$ cat config.mk
export PLATFORM = sky130hd
export DESIGN_NAME = addsub4b_flat
export DESIGN_NICKNAME = d
export VERILOG_FILES = /design/src/rtl/addsub4b_if.sv /design/src/rtl/addsub4b.sv /design/src/flat_wrapper.sv
export SDC_FILE = /design/constraint.sdc
export NUM_CORES = 1
export LEC_CHECK = 0
export ABC_CLOCK_PERIOD_IN_PS = 2000
export CELL_PAD_IN_SITES_DETAIL_PLACEMENT = 0
export CELL_PAD_IN_SITES_GLOBAL_PLACEMENT = 1
export CORE_AREA = 2 2 39 41
export DETAILED_ROUTE_END_ITERATION = 8
export DIE_AREA = 0 0 41 43
export PLACE_DENSITY = 0.67
export SETUP_SLACK_MARGIN = 0.15
export SLEW_MARGIN = 30
export SYNTH_ARGS = -nofsm -noshare
export SYNTH_HDL_FRONTEND = slang
export SYNTH_SLANG_ARGS = --single-unit
$ cat constraint.sdc
create_clock -name clk -period 2 [get_ports clk]
set_input_delay 0.4 -clock clk [delete_from_list [all_inputs] [get_ports clk]]
set_output_delay 0.4 -clock clk [all_outputs]
set_load 0.02 [all_outputs]
$ cat src/rtl/addsub4b_if.sv
// Operand/result bundle for addsub4b: operation select, bit-level operands and registered result.
// master drives add_sub, A3..A0, B3..B0 and observes Co, R3..R0; slave is the adder/subtractor.
// No handshake: the slave accepts a new operation every cycle and never stalls.
interface addsub4b_if;
    logic add_sub;
    logic A3, A2, A1, A0;
    logic B3, B2, B1, B0;
    logic Co;
    logic R3, R2, R1, R0;

    modport master (
        output add_sub, A3, A2, A1, A0, B3, B2, B1, B0,
        input  Co, R3, R2, R1, R0
    );

    modport slave (
        input  add_sub, A3, A2, A1, A0, B3, B2, B1, B0,
        output Co, R3, R2, R1, R0
    );
endinterface

$ cat src/rtl/addsub4b.sv
// 4-bit ripple-carry adder/subtractor (add_sub=0: A+B, add_sub=1: A-B) with registered {Co,R}.
// Latency: 1 cycle; inputs sampled at a rising edge appear on Co/R3..R0 right after that edge.
// Backpressure: none; a new operation is accepted every cycle.
// Ports: clk, reset (sync, active-high), bus (slave modport: add_sub, A3..A0, B3..B0 in; Co, R3..R0 out).
module addsub4b (
    input  logic        clk,
    input  logic        reset,
    addsub4b_if.slave   bus
);

    logic [3:0] a;
    logic [3:0] b;
    logic [4:0] sum;
    logic       co_q;
    logic [3:0] r_q;

    assign a = {bus.A3, bus.A2, bus.A1, bus.A0};
    assign b = {bus.B3, bus.B2, bus.B1, bus.B0};

    // Chain of four full adders. B is conditionally inverted and the carry-in is
    // the op select itself, so subtract becomes A + ~B + 1 and Co reads as "no borrow".
    function automatic logic [4:0] ripple(input logic [3:0] op_a,
                                          input logic [3:0] op_b,
                                          input logic       sub);
        logic       c;
        logic       bx;
        logic [3:0] s;
        c = sub;
        s = '0;
        for (int i = 0; i < 4; i++) begin
            bx   = op_b[i] ^ sub;
            s[i] = op_a[i] ^ bx ^ c;
            c    = (op_a[i] & bx) | (op_a[i] & c) | (bx & c);
        end
        return {c, s};
    endfunction

    assign sum = ripple(a, b, bus.add_sub);

    always_ff @(posedge clk) begin
        if (reset) begin
            co_q <= 1'b0;
            r_q  <= 4'b0000;
        end else begin
            co_q <= sum[4];
            r_q  <= sum[3:0];
        end
    end

    assign bus.Co = co_q;
    assign bus.R3 = r_q[3];
    assign bus.R2 = r_q[2];
    assign bus.R1 = r_q[1];
    assign bus.R0 = r_q[0];

endmodule

$ cat src/flat_wrapper.sv
// flat-port wrapper written by rule: the top's interface ports become plain ports
module addsub4b_flat 
  (clk, reset, bus_add_sub, bus_A3, bus_A2, bus_A1, bus_A0, bus_B3, bus_B2, bus_B1, bus_B0, bus_Co, bus_R3, bus_R2, bus_R1, bus_R0);
  addsub4b_if bus_i ();
  input  logic clk;
  input  logic reset;
  input wire logic [$bits(bus_i.add_sub)-1:0] bus_add_sub;
  input wire logic [$bits(bus_i.A3)-1:0] bus_A3;
  input wire logic [$bits(bus_i.A2)-1:0] bus_A2;
  input wire logic [$bits(bus_i.A1)-1:0] bus_A1;
  input wire logic [$bits(bus_i.A0)-1:0] bus_A0;
  input wire logic [$bits(bus_i.B3)-1:0] bus_B3;
  input wire logic [$bits(bus_i.B2)-1:0] bus_B2;
  input wire logic [$bits(bus_i.B1)-1:0] bus_B1;
  input wire logic [$bits(bus_i.B0)-1:0] bus_B0;
  output wire logic [$bits(bus_i.Co)-1:0] bus_Co;
  output wire logic [$bits(bus_i.R3)-1:0] bus_R3;
  output wire logic [$bits(bus_i.R2)-1:0] bus_R2;
  output wire logic [$bits(bus_i.R1)-1:0] bus_R1;
  output wire logic [$bits(bus_i.R0)-1:0] bus_R0;
  assign bus_i.add_sub = bus_add_sub;
  assign bus_i.A3 = bus_A3;
  assign bus_i.A2 = bus_A2;
  assign bus_i.A1 = bus_A1;
  assign bus_i.A0 = bus_A0;
  assign bus_i.B3 = bus_B3;
  assign bus_i.B2 = bus_B2;
  assign bus_i.B1 = bus_B1;
  assign bus_i.B0 = bus_B0;
  assign bus_Co = bus_i.Co;
  assign bus_R3 = bus_i.R3;
  assign bus_R2 = bus_i.R2;
  assign bus_R1 = bus_i.R1;
  assign bus_R0 = bus_i.R0;
  addsub4b u_core (.clk(clk), .reset(reset), .bus(bus_i));
endmodule
==> impl_metrics.env <==
export IMPL_outcome="finished, final reports clean"
export IMPL_grt_pass1_wl_um=724
export IMPL_die_area_mm2=0.00176
export IMPL_startpoint="bus_B0"
export IMPL_yosysTopAreaCellShare_pct=41.0
export IMPL_root_buffer="clkbuf_4"
export IMPL_ys_types=8
export IMPL_cts_reportedPaths_clkPinSlew_ns=0.05
export IMPL_synth_avg_cell_area_um2=11.6
export IMPL_power_density_mw_per_mm2=715
export IMPL_rsz0062_at_grt="false"
export IMPL_ys_seq_area_share_pct=41.0
export IMPL_dieWidth_um=41
export IMPL_vias=204
export IMPL_n_antenna_cell=0
export IMPL_peakVddDrop_mv=0.167
export IMPL_worst_slack_ns=0.186
export IMPL_coreArea_mm2=0.00138
export IMPL_cp_slowest_cell="fa_1"
export IMPL_timing_hold_ws_ns=0.499
export IMPL_setup_violations=0
export IMPL_synth_top_cell_by_area="dfxtp_1"
export IMPL_grt_pass1_vias=210
export IMPL_hold_buffers=0
export IMPL_cts_sinks=5
export IMPL_area_growth_pct=94.9
export IMPL_post_place_ws_ns=-0.491
export IMPL_core_rowCount=14
export IMPL_mostFrequentLayoutCell="clkdlybuf4s50_1"
export IMPL_io_buffers=15
export IMPL_period_needed_ns=1.81
export IMPL_cts_made_buffers=3
export IMPL_maxSlewViolCount=0
export IMPL_worst_ep_required_time_ns=2.13
export IMPL_cp_start_kind="primary input"
export IMPL_wl_um=414
export IMPL_nNetsFinal=58
export IMPL_arrival_ns=1.94
export IMPL_synth_seq_cells=5
export IMPL_grtUsageTotal_pct=6.47
export IMPL_drtAntennaViolNets=0
export IMPL_drc=0
export IMPL_cts_buffer_depth=2
export IMPL_cp_end_kind="flop"
export IMPL_grt_max_degree=6
export IMPL_drive_gt1_share_pct=39.5
export IMPL_total_leakage_power_nw=0.212
export IMPL_ios=16
export IMPL_max_slew_margin_pct=84.8
export IMPL_via_per_inst=3.46
export IMPL_syn_area_um2=244
export IMPL_synthTopCellsByArea="dfxtp_1, fa_1, nor2b_1"
export IMPL_path_delay_family="adder cells"
export IMPL_slowest_delay_ns=0.42
export IMPL_hold_path_class="primary input to flop"
export IMPL_start_util_pct=17.6
export IMPL_path_class="primary input to flop"
export IMPL_cts_htree_levels=1
export IMPL_syn_inst=21
export IMPL_overflow=0
export IMPL_final_core_util_pct=34.4
export IMPL_drt_pass1_iter_count=1
export IMPL_max_freq_ghz=0.551
export IMPL_cap_violations=0
export IMPL_worstHoldStart="bus_B0"
export IMPL_antenna_found_initial=0
export IMPL_finalHoldViolCount=0
export IMPL_drtIter0Drc=0
export IMPL_ys_warn_count=0
export IMPL_final_cell_mix="clkdlybuf4s50_1, dfxtp_1, nor2b_1, clkbuf_4, buf_4"
export IMPL_syn_nets=35
export IMPL_place_congestion=0.591
export IMPL_critPathMaxFanout=2
export IMPL_crit_buf_inv=3
export IMPL_fp_dieH_um=43
export IMPL_path_cells="buf_6 > mux2_4 > fa_2 > inv_2 > fa_2 > inv_2 > fa_1 > nor2b_1"
export IMPL_place_hpwl_um=365
export IMPL_tritoncts="done"
export IMPL_tightest_slew_ns=0.226
export IMPL_min_period_over_period_pct=90.7
export IMPL_wl_per_cell_um=7.02
[path summary, 6_finish.rpt]
check	to	slack (ns)	depth (start not counted)
worst max-delay path	u_core.r_q[3]	0.19	8
worst min-delay path	u_core.r_q[0]	0.50	4
[repair_timing]
action,CTS,global route
buffers inserted,0,0
pin swaps,4,3
resized for setup,19,2
setup endpoints to repair,3,2
[synthesized netlist by cell type (all sizes together)]
master	count
mux2	1
nor2b	3
inv	3
dfxtp	5
xnor2	2
fa	3
nor2	2
xor2	2
[cells by family after synthesis]
kind of cell / Yosys count / share of synthesized area [%]
simple gates: 5 / 10.8
flops: 5 / 41.0
xor+xnor: 4 / 14.4
buf+inv: 3 / 4.62
fa+ha+maj: 3 / 24.6
mux: 1 / 4.62
[stage by stage]
step           power (mW)  TNS, ns  instance area [µm²]  std cells
6_report            0.340        0                  475         59
2_1_floorplan       0.169        0                  253         21
3_5_place_dp        0.229    -1.11                  445         55
5_1_grt             0.365        0                  475         59
3_3_place_gp        0.228    -1.11                  445         55
4_1_cts             0.351        0                  478         59
[power breakdown]
part | total [mW] | switching (mW) | internal, mW
registers | 0.116 | 0.00291 | 0.114
clock network | 0.114 | 0.0416 | 0.0723
logic | 0.110 | 0.0464 | 0.0633
total | 0.340 | 0.0909 | 0.249
[flip-flops by register name, indices dropped and copies added, names as in the netlist]
register and cells:
u_core.bus.Co 1, u_core.r_q 4
[cell type report]
type / instances / area (µm²)
Fill cell: 147 / 908
Timing Repair Buffer: 18 / 168
Multi-Input combinational cell: 13 / 149
Sequential cell: 5 / 100
Clock buffer: 3 / 22.5
Tap cell: 16 / 20.0
Inverter: 3 / 11.3
Clock inverter: 1 / 5.00
[routing by layer]
metal,vias to the layer above,GRT usage (%),share of wire (%)
li1,106,-,-
met4,0,8.00,0
met3,0,1.57,11
met5,-,0,0
met1,88,6.25,36
met2,10,9.38,53
(Power assumes the default switching activity.)
